## src/rtl/req2send_pkg.sv

```systemverilog
// Shared types, latency bounds and the ack-latency helper for the
// req_data/ready/done responder and its ack channel.
package req2send_pkg;

    typedef enum logic [1:0] {
        IDLE      = 2'd0,
        WAIT_RDY  = 2'd1,
        WAIT_DONE = 2'd2
    } xfer_state_e;

    localparam int READY_MIN = 1;
    localparam int READY_MAX = 3;
    localparam int DONE_MIN  = 1;
    localparam int DONE_MAX  = 5;
    localparam int ACK_MIN   = 1;
    localparam int ACK_MAX   = 255;

    // min(nominal, bound) with both treated as unsigned, clipped to what a
    // cw-bit counter can hold, and never below one cycle.
    function automatic int sat_lat(input int nominal, input int bound, input int cw);
        int unsigned n;
        int unsigned b;
        int unsigned m;
        int unsigned cap;
        n   = unsigned'(nominal);
        b   = unsigned'(bound);
        m   = (n < b) ? n : b;
        cap = (cw >= 32) ? 32'hFFFF_FFFF : ((32'd1 << cw) - 32'd1);
        if (m > cap) begin
            m = cap;
        end
        if (m == 32'd0) begin
            m = 32'd1;
        end
        return int'(m);
    endfunction

endpackage

```

## src/rtl/req2send_responder_if.sv

```systemverilog
// Transfer and ack handshake bundle between a checker (master) and the
// responder (slave).
interface req2send_responder_if #(
    parameter int DW = 16
);
    logic          req_data;
    logic [DW-1:0] data;
    logic          req;
    logic [31:0]   max_count;
    logic          ready;
    logic [DW-1:0] d;
    logic          done;
    logic [DW-1:0] q;
    logic          ack;
    logic          busy;
    logic          drop_err;

    modport master (
        output req_data, data, req, max_count,
        input  ready, d, done, q, ack, busy, drop_err
    );

    modport slave (
        input  req_data, data, req, max_count,
        output ready, d, done, q, ack, busy, drop_err
    );
endinterface

```

## src/rtl/req_ack_timer.sv

```systemverilog
// Ack channel: one ack pulse a bounded number of cycles after each rise of
// req; a fresh rise while pending restarts the count.
module req_ack_timer
    import req2send_pkg::*;
#(
    parameter int ACK_LAT = 4,
    parameter int CW      = 8
) (
    input  logic        clk,
    input  logic        rst,
    input  logic        req,
    input  logic [31:0] max_count,
    output logic        ack
);

    logic          req_q_reg;
    logic [CW-1:0] acnt_reg;
    logic          ack_reg;
    logic [CW-1:0] lat;
    logic          rise_rq;

    assign rise_rq = req & ~req_q_reg;

    always_comb begin
        lat = CW'(sat_lat(ACK_LAT, max_count, CW));
    end

    // acnt == 0 means idle; a rise wins over a due ack so a retrigger
    // never produces two pulses.
    always_ff @(posedge clk) begin
        if (rst) begin
            req_q_reg <= 1'b0;
            acnt_reg  <= '0;
            ack_reg   <= 1'b0;
        end else begin
            req_q_reg <= req;
            ack_reg   <= 1'b0;
            if (rise_rq) begin
                acnt_reg <= lat;
            end else if (acnt_reg == CW'(1)) begin
                ack_reg  <= 1'b1;
                acnt_reg <= '0;
            end else if (acnt_reg != '0) begin
                acnt_reg <= acnt_reg - CW'(1);
            end
        end
    end

    assign ack = ack_reg;

endmodule

```

## src/rtl/req2send_responder.sv

```systemverilog
// Responder for the req_data/ready/done transfer handshake plus an
// independent req/ack channel.
module req2send_responder
    import req2send_pkg::*;
#(
    parameter int DW        = 16,
    parameter int READY_LAT = 2,
    parameter int DONE_LAT  = 3,
    parameter int ACK_LAT   = 4,
    parameter int CW        = 8
) (
    input  logic                 clk,
    input  logic                 rst,
    req2send_responder_if.slave  bus
);

    if (READY_LAT < READY_MIN || READY_LAT > READY_MAX) begin : g_bad_ready_lat
        $error("req2send_responder: READY_LAT out of range");
    end
    if (DONE_LAT < DONE_MIN || DONE_LAT > DONE_MAX) begin : g_bad_done_lat
        $error("req2send_responder: DONE_LAT out of range");
    end
    if (ACK_LAT < ACK_MIN || ACK_LAT > ACK_MAX) begin : g_bad_ack_lat
        $error("req2send_responder: ACK_LAT out of range");
    end

    localparam logic [CW-1:0] RDY_LOAD  = CW'(READY_LAT - 1);
    localparam logic [CW-1:0] DONE_LOAD = CW'(DONE_LAT - 1);

    xfer_state_e   state_reg;
    logic [CW-1:0] cnt_reg;
    logic [DW-1:0] v1_reg;
    logic [DW-1:0] v2_reg;
    logic [DW-1:0] d_reg;
    logic [DW-1:0] q_reg;
    logic          ready_reg;
    logic          done_reg;
    logic          busy_reg;
    logic          drop_reg;
    logic          req_data_q_reg;
    logic          rise_rd;

    assign rise_rd = bus.req_data & ~req_data_q_reg;

    // A rise seen while not IDLE (including the done cycle) is discarded.
    always_ff @(posedge clk) begin
        if (rst) begin
            state_reg      <= IDLE;
            cnt_reg        <= '0;
            v1_reg         <= '0;
            v2_reg         <= '0;
            d_reg          <= '0;
            q_reg          <= '0;
            ready_reg      <= 1'b0;
            done_reg       <= 1'b0;
            busy_reg       <= 1'b0;
            drop_reg       <= 1'b0;
            req_data_q_reg <= 1'b0;
        end else begin
            req_data_q_reg <= bus.req_data;
            ready_reg      <= 1'b0;
            done_reg       <= 1'b0;
            if (rise_rd && state_reg != IDLE) begin
                drop_reg <= 1'b1;
            end
            case (state_reg)
                IDLE: begin
                    if (rise_rd) begin
                        v1_reg    <= bus.data;
                        cnt_reg   <= RDY_LOAD;
                        state_reg <= WAIT_RDY;
                        busy_reg  <= 1'b1;
                    end
                end
                WAIT_RDY: begin
                    if (cnt_reg == '0) begin
                        ready_reg <= 1'b1;
                        d_reg     <= v1_reg;
                        v2_reg    <= bus.data;
                        cnt_reg   <= DONE_LOAD;
                        state_reg <= WAIT_DONE;
                    end else begin
                        cnt_reg <= cnt_reg - CW'(1);
                    end
                end
                WAIT_DONE: begin
                    if (cnt_reg == '0) begin
                        done_reg  <= 1'b1;
                        q_reg     <= v2_reg;
                        state_reg <= IDLE;
                        busy_reg  <= 1'b0;
                    end else begin
                        cnt_reg <= cnt_reg - CW'(1);
                    end
                end
                default: begin
                    state_reg <= IDLE;
                    busy_reg  <= 1'b0;
                end
            endcase
        end
    end

    assign bus.ready    = ready_reg;
    assign bus.d        = d_reg;
    assign bus.done     = done_reg;
    assign bus.q        = q_reg;
    assign bus.busy     = busy_reg;
    assign bus.drop_err = drop_reg;

    req_ack_timer #(
        .ACK_LAT (ACK_LAT),
        .CW      (CW)
    ) u_ack_timer (
        .clk       (clk),
        .rst       (rst),
        .req       (bus.req),
        .max_count (bus.max_count),
        .ack       (bus.ack)
    );

endmodule

```

## src/flat_wrapper.sv

```systemverilog
// flat-port wrapper written by rule: the top's interface ports become plain ports
module req2send_responder_flat import req2send_pkg::*;
#(
    parameter int DW        = 16,
    parameter int READY_LAT = 2,
    parameter int DONE_LAT  = 3,
    parameter int ACK_LAT   = 4,
    parameter int CW        = 8
)
  (clk, rst, bus_req_data, bus_data, bus_req, bus_max_count, bus_ready, bus_d, bus_done, bus_q, bus_ack, bus_busy, bus_drop_err);
  req2send_responder_if #(.DW(DW)) bus_i ();
  input  logic clk;
  input  logic rst;
  input wire logic [$bits(bus_i.req_data)-1:0] bus_req_data;
  input wire logic [$bits(bus_i.data)-1:0] bus_data;
  input wire logic [$bits(bus_i.req)-1:0] bus_req;
  input wire logic [$bits(bus_i.max_count)-1:0] bus_max_count;
  output wire logic [$bits(bus_i.ready)-1:0] bus_ready;
  output wire logic [$bits(bus_i.d)-1:0] bus_d;
  output wire logic [$bits(bus_i.done)-1:0] bus_done;
  output wire logic [$bits(bus_i.q)-1:0] bus_q;
  output wire logic [$bits(bus_i.ack)-1:0] bus_ack;
  output wire logic [$bits(bus_i.busy)-1:0] bus_busy;
  output wire logic [$bits(bus_i.drop_err)-1:0] bus_drop_err;
  assign bus_i.req_data = bus_req_data;
  assign bus_i.data = bus_data;
  assign bus_i.req = bus_req;
  assign bus_i.max_count = bus_max_count;
  assign bus_ready = bus_i.ready;
  assign bus_d = bus_i.d;
  assign bus_done = bus_i.done;
  assign bus_q = bus_i.q;
  assign bus_ack = bus_i.ack;
  assign bus_busy = bus_i.busy;
  assign bus_drop_err = bus_i.drop_err;
  req2send_responder #(.DW(DW), .READY_LAT(READY_LAT), .DONE_LAT(DONE_LAT), .ACK_LAT(ACK_LAT), .CW(CW)) u_core (.clk(clk), .rst(rst), .bus(bus_i));
endmodule
```

## config.mk

```make
export PLATFORM = sky130hd
export DESIGN_NAME = req2send_responder_flat
export DESIGN_NICKNAME = d
export VERILOG_FILES = /design/src/rtl/req2send_pkg.sv /design/src/rtl/req2send_responder_if.sv /design/src/rtl/req_ack_timer.sv /design/src/rtl/req2send_responder.sv /design/src/flat_wrapper.sv
export SDC_FILE = /design/constraint.sdc
export NUM_CORES = 1
export LEC_CHECK = 0
export BUFFER_PORTS_ARGS = -buffer_cell sky130_fd_sc_hd__buf_4
export CAP_MARGIN = 40
export CORE_ASPECT_RATIO = 0.75
export CORE_UTILIZATION = 50
export DETAILED_ROUTE_END_ITERATION = 10
export MAX_ROUTING_LAYER = met4
export PLACE_DENSITY = 0.75
export SYNTH_ARGS = -nofsm -noshare
export SYNTH_HDL_FRONTEND = slang
export SYNTH_SLANG_ARGS = --single-unit
```

## constraint.sdc

```tcl
create_clock -name clk -period 2 [get_ports clk]
set_input_delay 0.4 -clock clk [delete_from_list [all_inputs] [get_ports clk]]
set_output_delay 0.4 -clock clk [all_outputs]
set_load 0.005 [all_outputs]
```

==> results.sh <==
export IMPL_vias=3321
export IMPL_power_density_nw_per_um2=1113
export IMPL_start_util_pct=52.64
export IMPL_regToRegSetupSlack_ns=0.14
export IMPL_slew_violations=0
export IMPL_critPathRequiredTime_ns=2.29
export IMPL_cts_buffers=9
export IMPL_grt_max_degree=71
export IMPL_antenna_found_initial=0
export IMPL_cts_root_buf="clkbuf_8"
export IMPL_ys_seq_area_share_pct=48.85
export IMPL_gp_congestion=0.8592
export IMPL_drt_pass1_iter_count=5
export IMPL_syn_instance_count=450
export IMPL_core_um2=6929
export IMPL_first_global_vias=3121
export IMPL_num_rows=26
export IMPL_dp_hpwl_um=6133
export IMPL_min_path_type="in -> reg"
export IMPL_grt_pass1_wl_um=14370
export IMPL_cp_start_kind="register"
export IMPL_diodes=0
export IMPL_setup_viol=0
export IMPL_ys_ff_latch=89
export IMPL_synthArstFlopShare_pct=0
export IMPL_synth_nets=510
export IMPL_max_freq_mhz=537.4
export IMPL_syn_area_um2=3647
export IMPL_synthTopCellsByArea="dfxtp_1 (49%), nand2_1 (14%), a21oi_1 (11%), ha_1 (2.7%), nor2_1 (2.0%)"
export IMPL_ant_nets=0
export IMPL_rr_endpoint="u_core.v2_reg[9]"
export IMPL_drt_total_wl_um=8557
export IMPL_reg2reg_from="u_core.cnt_reg[0]"
export IMPL_ys_warn_count=0
export IMPL_outcome="finished, final reports clean"
export IMPL_maxSlewHeadroom_pct=65.12
export IMPL_worstSetupPathType="reg -> reg"
export IMPL_rsz0062_at_grt="false"
export IMPL_overflow=0
export IMPL_layout_nets=594
export IMPL_hold_ws_ns=0.2876
export IMPL_cts_max_level=3
export IMPL_hold_viol_final=0
export IMPL_io_pins=89
export IMPL_hold_end="u_core.req_data_q_reg"
export IMPL_reg2reg_depth=7
export IMPL_fin_setup_tns_ns=0
export IMPL_grt_usage_pct=24.13
export IMPL_hp_start="bus_req_data"
export IMPL_cts_sinks=89
export IMPL_die_h_um=75.97
export IMPL_die_area_um2=7644
export IMPL_drc=0
export IMPL_synth_edf_count=0
export IMPL_worst_slew_pin_slew_ns=0.5219
export IMPL_cts_tree="built"
export IMPL_skew_ns=0.007086
export IMPL_synthFlopType="dfxtp_1"
export IMPL_timing_final_crit_share_pct=93.04
export IMPL_viasPerCell=5.214
export IMPL_hold_depth=2
export IMPL_yosysTopAreaCellShare_pct=48.85
export IMPL_vdd_drop_max_v=0.0005622
export IMPL_drive_gt1_share_pct=22.82
export IMPL_avgRoutedWirePerCell_um=13.43
export IMPL_die_w_um=100.6
export IMPL_cp_arrival_ns=2.15
export IMPL_endpoint_kind="register"
export IMPL_insertion_delay_ns=0.35
export IMPL_crit_path_max_fanout=33
export IMPL_yosysUniqueCellTypes=46
export IMPL_leakagePower_nw=1.831
export IMPL_drv_cap=0
export IMPL_drt_iter0_markers=141
export IMPL_portBuffers=88
export IMPL_fill_cells=600
export IMPL_cts_buffer_depth=2
export IMPL_area_growth_pct=26.72
export IMPL_period_needed_ns=1.861
export IMPL_yosys_area_top_type="dfxtp_1"
export IMPL_cts_clk_slew_worst_paths_ns=0.09
export IMPL_syn_area_per_cell_um2=8.105
==> layout make-up <==
| class | instances | area [µm²] | share of cell area (%) |
|---|---|---|---|
| repair buffers | 96 | 745.7 | 16.13 |
| well taps | 98 | 122.6 | 2.653 |
| inverters | 12 | 45.04 | 0.9746 |
| flip-flops and latches | 89 | 1783 | 38.58 |
| clock inverters | 6 | 91.34 | 1.976 |
| clock buffers | 10 | 127.6 | 2.761 |
| multi-input cells | 326 | 1707 | 36.92 |
==> metrics by stage <==
stage	util, %	std cells	worst slack, ns	power (mW)	instance area (µm²)
after detailed placement	63.52	621	0.07154	3.824	4402
after global placement	63.52	621	0.1418	3.764	4402
after floorplan	-	450	0.3089	3.387	3647
after global routing	66.70	637	0.05656	5.462	4622
final	66.70	637	0.1392	5.144	4622
after CTS	66.68	637	0.08968	5.154	4621
==> power breakdown <==
group,internal (mW),switching (mW)
Clock,0.708,0.630
Sequential,2.00,0.224
Combinational,0.692,0.892
Total,3.40,1.75
==> cell usage after synthesis, types with 2 or more instances <==
cell type  count
nand3_1        4
nand4_1        3
a31o_2         2
buf_6          3
nor3_1         6
or3_1          2
nand2_1      136
and3_1         2
nor4_4         2
nor2_1        19
nor2b_1        6
nor3b_1        2
ha_1           8
inv_1         12
nand2b_1       4
a211oi_1       4
a21oi_1       77
o21ai_0        6
a31oi_1        3
nor4_1         5
or4_1          6
clkbuf_1      17
o31ai_1        4
xor2_1         3
and2_1         3
dfxtp_1       89
a21oi_2        2
and4_1         2
==> cells by family (layout without fill, tap and decap cells) <==
logic type / Yosys count / in the layout / share of synthesized area [%]
AND/OR/NAND/NOR: 207 / 207 / 26.31
AO/OA/AOI/OAI: 107 / 107 / 16.78
flip-flops: 89 / 89 / 48.85
buffers and inverters: 35 / 124 / 4.356
adder cells (fa/ha/maj): 8 / 8 / 2.745
XOR/XNOR: 4 / 4 / 0.9607
==> cell usage in the layout (no fill, tap or decap), types with 2 or more instances in the layout <==
master        n
nand4_1       3
and4_1        2
a211oi_1      4
nand3_1       4
clkbuf_8      9
a31oi_1       3
nor3_1        6
bufinv_16     2
nor4_4        2
nand2_1     136
o31ai_1       4
and2_1        3
buf_12        2
nand2b_1      4
a21oi_1      77
or3_1         2
xor2_1        3
dfxtp_1      88
inv_1        12
nor2_1       19
or4_1         6
and3_1        2
clkinvlp_4    3
nor3b_1       2
buf_4        94
nor4_1        5
a31o_2        2
a21oi_2       2
ha_1          8
nor2b_1       6
o21ai_0       6
==> what timing repair did <==
| item | in CTS | in global routing |
|---|---|---|
| gates resized for setup | 0 | 1 |
| buffers inserted | 0 | 0 |
| endpoints found under the setup margin | 0 | 1 |
| hold buffers | 0 | 0 |
==> metal layers <==
metal  GRT usage (%)  share of wire (%)  vias up
met5               -                  0        -
met4           6.232               0.71        0
met3           5.443                5.4        8
met2           36.30                 46      109
met1           32.75                 48     1513
li1                -                  -     1691
==> worst max-delay path, stage by stage (launching register included) <==
cell,delay [ns]
dfxtp_2,0.35
inv_1,0.08
ha_1,0.16
or3b_2,0.53
nor3_4,0.21
buf_12,0.21
nand2_1,0.11
a21oi_1,0.14
==> how the worst max path moves through the flow <==
stage                            from                        endpoint  slack [ns]  cells after the start
global route        u_core.cnt_reg[1]               u_core.cnt_reg[3]        0.06                      7
detailed placement  bus_max_count[14]  u_core.u_ack_timer.acnt_reg[0]        0.07                      5
floorplan           bus_max_count[14]  u_core.u_ack_timer.acnt_reg[0]        0.31                      4
global placement    bus_max_count[14]  u_core.u_ack_timer.acnt_reg[0]        0.14                      5
finish              u_core.cnt_reg[0]                u_core.v2_reg[9]        0.14                      7
CTS                 u_core.cnt_reg[0]               u_core.cnt_reg[3]        0.09                      7
No activity file was read; power rests on OpenSTA's default activity.
